## config.mk

```make
export PLATFORM = sky130hd
export DESIGN_NAME = seq_player
export DESIGN_NICKNAME = d
export VERILOG_FILES = /design/src/rtl/seq_pkg.sv /design/src/rtl/seq_rom.sv /design/src/rtl/seq_player.sv
export SDC_FILE = /design/constraint.sdc
export NUM_CORES = 1
export LEC_CHECK = 0
export ABC_AREA = 1
export CORE_ASPECT_RATIO = 0.8
export CORE_MARGIN = 4
export CORE_UTILIZATION = 59
export CTS_BUF_LIST = sky130_fd_sc_hd__clkbuf_2 sky130_fd_sc_hd__clkbuf_4 sky130_fd_sc_hd__clkbuf_8
export CTS_CLUSTER_SIZE = 25
export DETAILED_ROUTE_END_ITERATION = 10
export PLACE_DENSITY = 0.92
export SLEW_MARGIN = 20
export SYNTH_ARGS = -nofsm -noshare
export SYNTH_HDL_FRONTEND = slang
export SYNTH_HIERARCHICAL = 1
export SYNTH_SLANG_ARGS = --single-unit
```

## constraint.sdc

```tcl
create_clock -name clk -period 2.78 [get_ports clk]
set_input_delay 0.556 -clock clk [delete_from_list [all_inputs] [get_ports clk]]
set_output_delay 0.556 -clock clk [all_outputs]
set_load 0.01 [all_outputs]
```

## src/rtl/seq_pkg.sv

```systemverilog
// Shared constants, FSM state type and the LED pattern table for seq_player.
package seq_pkg;

  localparam int unsigned CH_DEF    = 4;
  localparam int unsigned DEPTH_DEF = 16;
  localparam int unsigned NSEQ_DEF  = 4;

  // Index widths of the stored table itself.
  localparam int unsigned TBL_SW = $clog2(NSEQ_DEF);
  localparam int unsigned TBL_IW = $clog2(DEPTH_DEF);

  typedef enum logic [1:0] {
    ST_IDLE = 2'd0,
    ST_SHOW = 2'd1,
    ST_GAP  = 2'd2,
    ST_DONE = 2'd3
  } seq_state_e;

  // One-hot LED patterns, one row per sequence.
  localparam logic [CH_DEF-1:0] SEQ_TABLE [NSEQ_DEF][DEPTH_DEF] = '{
    '{4'h1, 4'h4, 4'h2, 4'h8, 4'h1, 4'h8, 4'h4, 4'h8,
      4'h2, 4'h8, 4'h1, 4'h2, 4'h8, 4'h1, 4'h4, 4'h2},
    '{4'h8, 4'h4, 4'h2, 4'h1, 4'h8, 4'h4, 4'h2, 4'h1,
      4'h2, 4'h4, 4'h8, 4'h1, 4'h2, 4'h4, 4'h8, 4'h1},
    '{4'h2, 4'h1, 4'h8, 4'h4, 4'h4, 4'h2, 4'h1, 4'h8,
      4'h1, 4'h1, 4'h4, 4'h8, 4'h2, 4'h8, 4'h4, 4'h1},
    '{4'h4, 4'h8, 4'h1, 4'h2, 4'h8, 4'h2, 4'h4, 4'h1,
      4'h8, 4'h1, 4'h2, 4'h4, 4'h1, 4'h8, 4'h2, 4'h4}
  };

  // Port width helper that never collapses to zero bits.
  function automatic int unsigned clog2_min1(input int unsigned n);
    return (n <= 1) ? 1 : $clog2(n);
  endfunction

endpackage

```

## src/rtl/seq_rom.sv

```systemverilog
// Combinational pattern lookup; out-of-table addresses return all zeros.
module seq_rom
  import seq_pkg::*;
#(
  parameter  int unsigned CH    = CH_DEF,
  parameter  int unsigned DEPTH = DEPTH_DEF,
  parameter  int unsigned NSEQ  = NSEQ_DEF,
  localparam int unsigned SW    = clog2_min1(NSEQ),
  localparam int unsigned IW    = clog2_min1(DEPTH)
) (
  input  logic [SW-1:0] i_sel,
  input  logic [IW-1:0] i_idx,
  output logic [CH-1:0] o_data_c
);

  always_comb begin
    o_data_c = '0;
    if ((32'(i_sel) < NSEQ_DEF) && (32'(i_idx) < DEPTH_DEF)) begin
      o_data_c = CH'(SEQ_TABLE[TBL_SW'(i_sel)][TBL_IW'(i_idx)]);
    end
  end

endmodule

```

## src/rtl/seq_player.sv

```systemverilog
// LED sequence player: shows table entries with on/off timing, plus a registered lookup port.
// Optional abort input is enabled with `define SEQ_PLAYER_ABORT_EN.
module seq_player
  import seq_pkg::*;
#(
  parameter  int unsigned CH    = CH_DEF,
  parameter  int unsigned DEPTH = DEPTH_DEF,
  parameter  int unsigned NSEQ  = NSEQ_DEF,
  parameter  int unsigned TW    = 8,
  localparam int unsigned SW    = clog2_min1(NSEQ),
  localparam int unsigned IW    = clog2_min1(DEPTH),
  localparam int unsigned RW    = $clog2(DEPTH + 1)
) (
  input  logic          clk,
  input  logic          rst_n,
  input  logic          start,
`ifdef SEQ_PLAYER_ABORT_EN
  input  logic          abort,
`endif
  input  logic [SW-1:0] seq_sel,
  input  logic [RW-1:0] round,
  input  logic [TW-1:0] on_cyc,
  input  logic [TW-1:0] off_cyc,
  output logic [CH-1:0] leds,
  output logic          busy,
  output logic          done,
  output logic [IW-1:0] idx,
  input  logic [SW-1:0] rd_sel,
  input  logic [IW-1:0] rd_idx,
  output logic [CH-1:0] rd_data
);

  seq_state_e    r_state, w_state_nxt;
  logic [SW-1:0] r_sel, w_sel_nxt;
  logic [IW-1:0] r_idx, w_idx_nxt;
  logic [IW-1:0] r_last, w_last_nxt;
  logic [TW-1:0] r_cnt, w_cnt_nxt;
  logic [TW-1:0] r_on, w_on_nxt;
  logic [TW-1:0] r_off, w_off_nxt;
  logic [TW-1:0] w_on_eff;
  logic [CH-1:0] r_leds, w_leds_nxt, w_play_data;
  logic [CH-1:0] r_rd_data, w_rd_rom;
  logic          r_busy, w_busy_nxt;
  logic          r_done, w_done_nxt;
  logic          w_start_ok;

  // Last entry index to play, with round clamped into 1..DEPTH.
  function automatic logic [IW-1:0] clamp_last(input logic [RW-1:0] r);
    if (r == '0) return '0;
    if (32'(r) > DEPTH) return IW'(DEPTH - 1);
    return IW'(r - RW'(1));
  endfunction

`ifdef SEQ_PLAYER_ABORT_EN
  assign w_start_ok = start & ~abort;
`else
  assign w_start_ok = start;
`endif

  assign w_on_eff = (on_cyc == '0) ? TW'(1) : on_cyc;

  // Next-state and timer logic; r_cnt holds remaining cycles of the current phase minus one.
  always_comb begin
    w_state_nxt = r_state;
    w_sel_nxt   = r_sel;
    w_idx_nxt   = r_idx;
    w_last_nxt  = r_last;
    w_cnt_nxt   = r_cnt;
    w_on_nxt    = r_on;
    w_off_nxt   = r_off;
    case (r_state)
      ST_IDLE: begin
        if (w_start_ok) begin
          w_sel_nxt   = seq_sel;
          w_last_nxt  = clamp_last(round);
          w_on_nxt    = w_on_eff;
          w_off_nxt   = off_cyc;
          w_idx_nxt   = '0;
          w_cnt_nxt   = w_on_eff - TW'(1);
          w_state_nxt = ST_SHOW;
        end
      end
      ST_SHOW: begin
        if (r_cnt != '0) begin
          w_cnt_nxt = r_cnt - TW'(1);
        end else if (r_idx == r_last) begin
          w_state_nxt = ST_DONE;
        end else if (r_off == '0) begin
          w_idx_nxt = r_idx + IW'(1);
          w_cnt_nxt = r_on - TW'(1);
        end else begin
          w_state_nxt = ST_GAP;
          w_cnt_nxt   = r_off - TW'(1);
        end
      end
      ST_GAP: begin
        if (r_cnt != '0) begin
          w_cnt_nxt = r_cnt - TW'(1);
        end else begin
          w_state_nxt = ST_SHOW;
          w_idx_nxt   = r_idx + IW'(1);
          w_cnt_nxt   = r_on - TW'(1);
        end
      end
      ST_DONE: begin
        w_state_nxt = ST_IDLE;
      end
      default: begin
        w_state_nxt = ST_IDLE;
      end
    endcase
`ifdef SEQ_PLAYER_ABORT_EN
    if (abort && ((r_state == ST_SHOW) || (r_state == ST_GAP))) begin
      w_state_nxt = ST_IDLE;
      w_idx_nxt   = '0;
      w_cnt_nxt   = '0;
    end
`endif
  end

  // Outputs are registered from the next state so leds change on the same edge as the state.
  assign w_leds_nxt = (w_state_nxt == ST_SHOW) ? w_play_data : '0;
  assign w_busy_nxt = (w_state_nxt == ST_SHOW) || (w_state_nxt == ST_GAP);
  assign w_done_nxt = (w_state_nxt == ST_DONE);

  seq_rom #(
    .CH    (CH),
    .DEPTH (DEPTH),
    .NSEQ  (NSEQ)
  ) u_rom_play (
    .i_sel    (w_sel_nxt),
    .i_idx    (w_idx_nxt),
    .o_data_c (w_play_data)
  );

  seq_rom #(
    .CH    (CH),
    .DEPTH (DEPTH),
    .NSEQ  (NSEQ)
  ) u_rom_rd (
    .i_sel    (rd_sel),
    .i_idx    (rd_idx),
    .o_data_c (w_rd_rom)
  );

  always_ff @(posedge clk or negedge rst_n) begin
    if (!rst_n) begin
      r_state   <= ST_IDLE;
      r_sel     <= '0;
      r_idx     <= '0;
      r_last    <= '0;
      r_cnt     <= '0;
      r_on      <= '0;
      r_off     <= '0;
      r_leds    <= '0;
      r_busy    <= 1'b0;
      r_done    <= 1'b0;
      r_rd_data <= '0;
    end else begin
      r_state   <= w_state_nxt;
      r_sel     <= w_sel_nxt;
      r_idx     <= w_idx_nxt;
      r_last    <= w_last_nxt;
      r_cnt     <= w_cnt_nxt;
      r_on      <= w_on_nxt;
      r_off     <= w_off_nxt;
      r_leds    <= w_leds_nxt;
      r_busy    <= w_busy_nxt;
      r_done    <= w_done_nxt;
      r_rd_data <= w_rd_rom;
    end
  end

  assign leds    = r_leds;
  assign busy    = r_busy;
  assign done    = r_done;
  assign idx     = r_idx;
  assign rd_data = r_rd_data;

endmodule

```

==> impl_metrics.tcl, run 1 <==
set metrics [dict create \
    cts_buffer_depth 2 \
    wl_um 10600 \
    fillers 535 \
    io_buffers 45 \
    row_count 26 \
    yosysWarnings 6 \
    leakagePower_uw 0.00244 \
    synthCells 643 \
    crit_type "reg2reg" \
    dr.pass1.iters 5 \
    worstPathRequired_ns 3.03 \
    n_antenna_cell 0 \
    layout_min_cycle_time_ns 2.49 \
    cts_made_buffers 5 \
    nets 746 \
    grt_max_degree 31 \
    period_share 0.895 \
    yosysTopAreaCellShare 0.288 \
    netlist_area_um2 4000 \
    ff_latch_area_um2 1150 \
    hold_violations 0 \
    grt_pass1_vias 4026 \
    root_buffer "clkbuf_8" \
    htree_levels 2 \
    fin_cells 779 \
    grt_setup_unrepaired "false" \
    max_freq_mhz 402 \
    drive_gt1_frac 0.0777 \
    antenna_found_initial 0 \
    routedWlPerCell_um 13.6 \
    cts_tree "yes" \
    drtAntennaViolNets 0 \
    cts.sinks 46 \
    hold_buffers 0 \
    tightestPinTransition_ns 0.519 \
    grt.overflow.total 0 \
    viasPerCell 5.71 \
    place.detailed.instances 770 \
    slew_violations 0 \
    synth.area.top_cells "dfrtp_1 29%, nand2_1 22%, nand3_1 9.4%" \
    cp.arrival_ns 2.74 \
    dr.first_iter.drc_count 398 \
    grt_use_total 0.266 \
    skew_ns 0.0109 \
    cts.clk_slew.worst_paths_ns 0.09 \
    cp-end-kind "register" \
    avgSynthCellArea_um2 6.23 \
    postSynthRegisterBits 46 \
    yosysUniqueCellTypes 31 \
    grt_pass1_wl_um 17700 \
    gp_congestion 0.926 \
    max_slew_margin 0.653 \
    hold_class "in2async" \
    synth.largest_area_cell "dfrtp_1" \
    multiInputGateArea_um2 2400 \
    dieArea_um2 8180 \
    fin_util 0.719 \
    syn_nets 695 \
    cp-start-kind "register" \
    drc 0 \
    worstSkewPairLatency_ns 0.30 \
    vdd_drop_max_mv 0.332 \
    area_growth_pct 16.3 \
    coreArea_um2 6470 \
    p_per_area_nw_per_um2 823 \
    io_pins 46 \
    dieWidth_um 100 \
    ys_seq_area_frac 0.288 \
    run_status "completed" \
    dr_total_vias 4448 \
    cap_violations 0 \
    setup_viol 0 \
    start_util 0.618 \
    final.setup.tns_ns 0 \
    hpwl_um 8180 \
    die_h_um 81.7 \
    critPathMaxFanout 11 \
]
==> what timing repair did <==
item | CTS | global route
setup endpoints to repair | 0 | 4
resized for setup | 0 | 5
buffers inserted | 0 | 1
==> report_power, final <==
group | internal (uW) | total (uW) | leakage [uW] | switching, uW
Combinational | 803 | 2200 | 0.00181 | 1390
Clock | 251 | 478 | 0.0000575 | 227
Sequential | 937 | 1160 | 0.000575 | 219
==> flip-flops by register name (all words and copies together) (netlist names) <==
name and flops:
r_cnt 8, done 1, r_last 4, r_on 8, rd_data 4, leds 4
idx 4, r_state 2, r_off 8, r_sel 2, busy 1
==> through the flow <==
stage                     hold slack [ns]  setup slack (ns)  instance area [um^2]  power [uW]
after floorplan                     0.260             0.424                  4000        2670
after global routing                0.203            0.0395                  4660        4200
final                               0.190             0.293                  4660        3830
after global placement              0.471             0.212                  4520        3200
after CTS                           0.197             0.184                  4630        3780
after detailed placement            0.481             0.161                  4520        3300
==> layout by cell type, fill, tap and decap left out, drive strengths merged, types with 10 or more instances in the layout <==
master         instances
xor2                  10
o21ai                 38
dfrtp                 46
ha                    20
nand2                238
inv                   86
clkdlybuf4s50         44
a21oi                 25
nand3                 77
buf                   17
nor2                  56
nand4                 17
==> path summary, 6_finish.rpt <==
path | from | end | slack (ns) | cells after the start
max in group asynchronous | rst_n | r_cnt[0] | 1.84 | 2
worst max-delay path | r_cnt[0] | leds[0] | 0.29 | 19
worst min register to register | r_on[4] | r_on[4] | 0.50 | 2
worst min-delay path | rst_n | r_cnt[7] | 0.19 | 1
min in group clk | r_on[4] | r_on[4] | 0.50 | 2
worst max register to register | r_cnt[0] | leds[0] | 0.29 | 19
==> layer usage <==
| metal | vias up | track usage | share of wire |
|---|---|---|---|
| met5 | - | 0 | 0 |
| met4 | 0 | 0.0713 | 0.012 |
| met3 | 23 | 0.0458 | 0.11 |
| met2 | 252 | 0.429 | 0.44 |
| met1 | 2030 | 0.372 | 0.44 |
| li1 | 2143 | - | - |
==> worst max-delay path, cell delays in order, from the launching register on <==
cell and delay [ns]:
dfrtp_1 0.40, inv_1 0.09, ha_1 0.24, nand2_2 0.11, nor2_4 0.20, buf_4 0.19
a21oi_1 0.07, o21ai_0 0.10, nand2_1 0.08, nand2_1 0.06, nand2_1 0.09, inv_2 0.20
nand2_1 0.12, nand2_1 0.10, nand2_1 0.07, nand2_1 0.07, nand3_1 0.07, nand2_1 0.08
nand2_1 0.05, inv_1 0.05
==> logic make-up after synthesis <==
| kind of cell | share of synthesized area |
|---|---|
| flops | 0.287 |
| xor+xnor | 0.0262 |
| compound gates | 0.0916 |
| simple gates | 0.415 |
| fa+ha+maj | 0.0625 |
| buf+inv | 0.117 |
==> synth_stat cells <==
cell type,instances
nand2_1,231
inv_1,76
nand3_1,75
nor2_1,52
dfrtp_1,46
o21ai_0,33
a21oi_1,24
ha_1,20
nand4_1,17
inv_2,10
xor2_1,10
buf_6,7
nand2_2,5
o21ai_1,5
clkbuf_1,4
nor2_2,4
a31oi_1,3
buf_2,2
buf_4,2
nand2_4,2
nand3_2,2
o21a_1,2
or2_2,2
xnor2_1,2
a21oi_2,1
buf_12,1
clkbuf_2,1
clkinv_1,1
nor3_1,1
o22ai_1,1
o31ai_1,1
==> final cells by class <==
cell class                      count  area share
Multi-Input combinational cell    493       0.515
Sequential cell                    46       0.247
Timing Repair Buffer               61       0.121
Inverter                           87      0.0701
Clock buffer                        8      0.0236
Tap cell                           84      0.0226
(Power assumes the default switching activity.)
==> run 2, diff against run 1 <==
--- a/config.mk
+++ b/config.mk
@@ -7,7 +7,7 @@
 export LEC_CHECK = 0
 export ABC_AREA = 1
 export CORE_ASPECT_RATIO = 0.8
-export CORE_MARGIN = 4
+export CORE_MARGIN = 2
 export CORE_UTILIZATION = 59
 export CTS_BUF_LIST = sky130_fd_sc_hd__clkbuf_2 sky130_fd_sc_hd__clkbuf_4 sky130_fd_sc_hd__clkbuf_8
 export CTS_CLUSTER_SIZE = 25
==> run 2 against run 1 <==
Compared with the run above: non-clock buffer count shrank 5; cell count shrank 0.64%; wire length shrank 0.15%; sequential power is essentially flat; setup slack lost 0.017 ns; clock-buffer cell count is the same; clock power grew 1%; register-to-register slack lost 0.02 ns; flip-flop and latch count is the same; worst hold slack lost 0.011 ns; critical endpoint is now leds[2]; largest cell class unchanged.
==> impl_metrics.tcl, run 2 (synthesis gave the netlist of run 1 again) <==
set metrics [dict create \
    cp.arrival_ns 2.75 \
    largestRegisters "r_cnt: 8 flops, r_off: 8 flops, r_on: 8 flops" \
    cts_buffer_depth 2 \
    skew_ns 0.0125 \
    whs_ns 0.179 \
    multiInputGateArea_um2 2400 \
    leakagePower_uw 0.00241 \
    max_freq_mhz 399 \
    root_buffer "clkbuf_8" \
    drive_gt1_frac 0.0696 \
    cap_violations 0 \
    slew_violations 0 \
    dr.first_iter.drc_count 368 \
    final.setup.tns_ns 0 \
    p_per_area_nw_per_um2 827 \
    routedWlPerCell_um 13.7 \
    wl_um 10600 \
    cts.sinks 46 \
    postPlaceCellArea_um2 4490 \
    dieWidth_um 96.1 \
    n_antenna_cell 0 \
    run_status "completed" \
    grt_use_total 0.296 \
    coreArea_um2 6470 \
    tightestPinTransition_ns 0.548 \
    ff_latch_area_um2 1150 \
    cp-end-kind "register" \
    drtAntennaViolNets 0 \
    grt_max_degree 30 \
    critPathMaxFanout 12 \
    grt_pass1_wl_um 17700 \
    io_buffers 45 \
    viasPerCell 5.61 \
    worstSkewPairLatency_ns 0.30 \
    final_common_cell "nand2_1" \
    nets 741 \
    hpwl_um 7950 \
    dr_total_vias 4339 \
    die_h_um 77.7 \
    rr_worst_depth 19 \
    hold_violations 0 \
    start_util 0.618 \
    worstPathRequired_ns 3.03 \
    io_pins 46 \
    antenna_found_initial 0 \
    cp-start-kind "register" \
    max_slew_margin 0.635 \
    crit_type "reg2reg" \
    cts_tree "yes" \
    cts_made_buffers 5 \
    timing.rr.end "leds[2]" \
    grt_pass1_vias 3945 \
    dr.pass1.iters 5 \
    vdd_drop_max_mv 0.376 \
    final_cell_mix "230 x nand2_1, 76 x inv_1, 75 x nand3_1" \
    layout_min_cycle_time_ns 2.50 \
    setup_viol 0 \
    grt.overflow.total 0 \
    worst-r2r-setup-slack_ns 0.28 \
    stdcell_area_um2 4620 \
    gp_congestion 0.977 \
    period_share 0.901 \
    drc 0 \
    dieArea_um2 7470 \
    htree_levels 2 \
    row_count 26 \
    fillers 557 \
    area_growth_pct 15.3 \
    reg2reg_from "r_off[0]" \
    cts.clk_slew.worst_paths_ns 0.09 \
    hold_class "in2async" \
]
[run 2: cell type report]
type	count	area share
sequential	46	0.249
tap	84	0.0228
timing repair buffer	56	0.114
clock buffer	8	0.0238
inverter	87	0.0707
multi-input combinational	493	0.519
[run 2: worst max-delay path by stage]
stage                    start  endpoint
global placement         start   leds[2]
CTS                   r_cnt[0]   leds[0]
global route          r_off[0]   leds[2]
detailed placement       start   leds[1]
floorplan           r_state[1]   leds[0]
finish                r_off[0]   leds[2]
[run 2: metrics by stage]
stage          setup slack [ns]  utilization  instances  total power [uW]
2_1_floorplan             0.424            -        643              2670
3_3_place_gp              0.139        0.694        766              3190
3_5_place_dp             0.0955        0.694        766              3260
4_1_cts                   0.229        0.711        774              3760
5_1_grt                -0.00427        0.713        774              4170
6_report                  0.277        0.713        774              3820
[run 2: worst max-delay path, cell delays in order (launching register included)]
cell     delay (ns)
dfrtp_1        0.38
inv_1          0.15
ha_1           0.21
nand2_1        0.13
nor2_4         0.19
nand3_1        0.16
nand2_1        0.10
nand3_1        0.07
nand2_1        0.09
nand2_1        0.06
nand2_1        0.11
buf_4          0.20
nand2_1        0.10
nor2_1         0.14
inv_2          0.05
nand4_1        0.07
nand3_1        0.07
nand2_1        0.06
nand2_1        0.05
inv_1          0.05
[run 2: timing repair]
item / 4_1_cts / 5_1_grt
endpoints found under the setup margin: 0 / 4
setup buffers: 0 / 0
hold buffers: 0 / 0
endpoints found under the hold margin: 0 / 0
gates resized for setup: 0 / 4
[run 2: metal layers]
metal  vias to the layer above  GRT usage  wire [um]
met3                        20     0.0602        985
li1                       2131          -          -
met5                         -          0          0
met1                      1960      0.427       4830
met2                       228      0.451       4650
met4                         0     0.0771        138
[run 2: power by group]
part	leakage [uW]	internal, uW	switching (uW)
Combinational	0.00178	783	1390
Sequential	0.000575	937	219
Clock	0.0000575	252	234
Total	0.00241	1970	1850
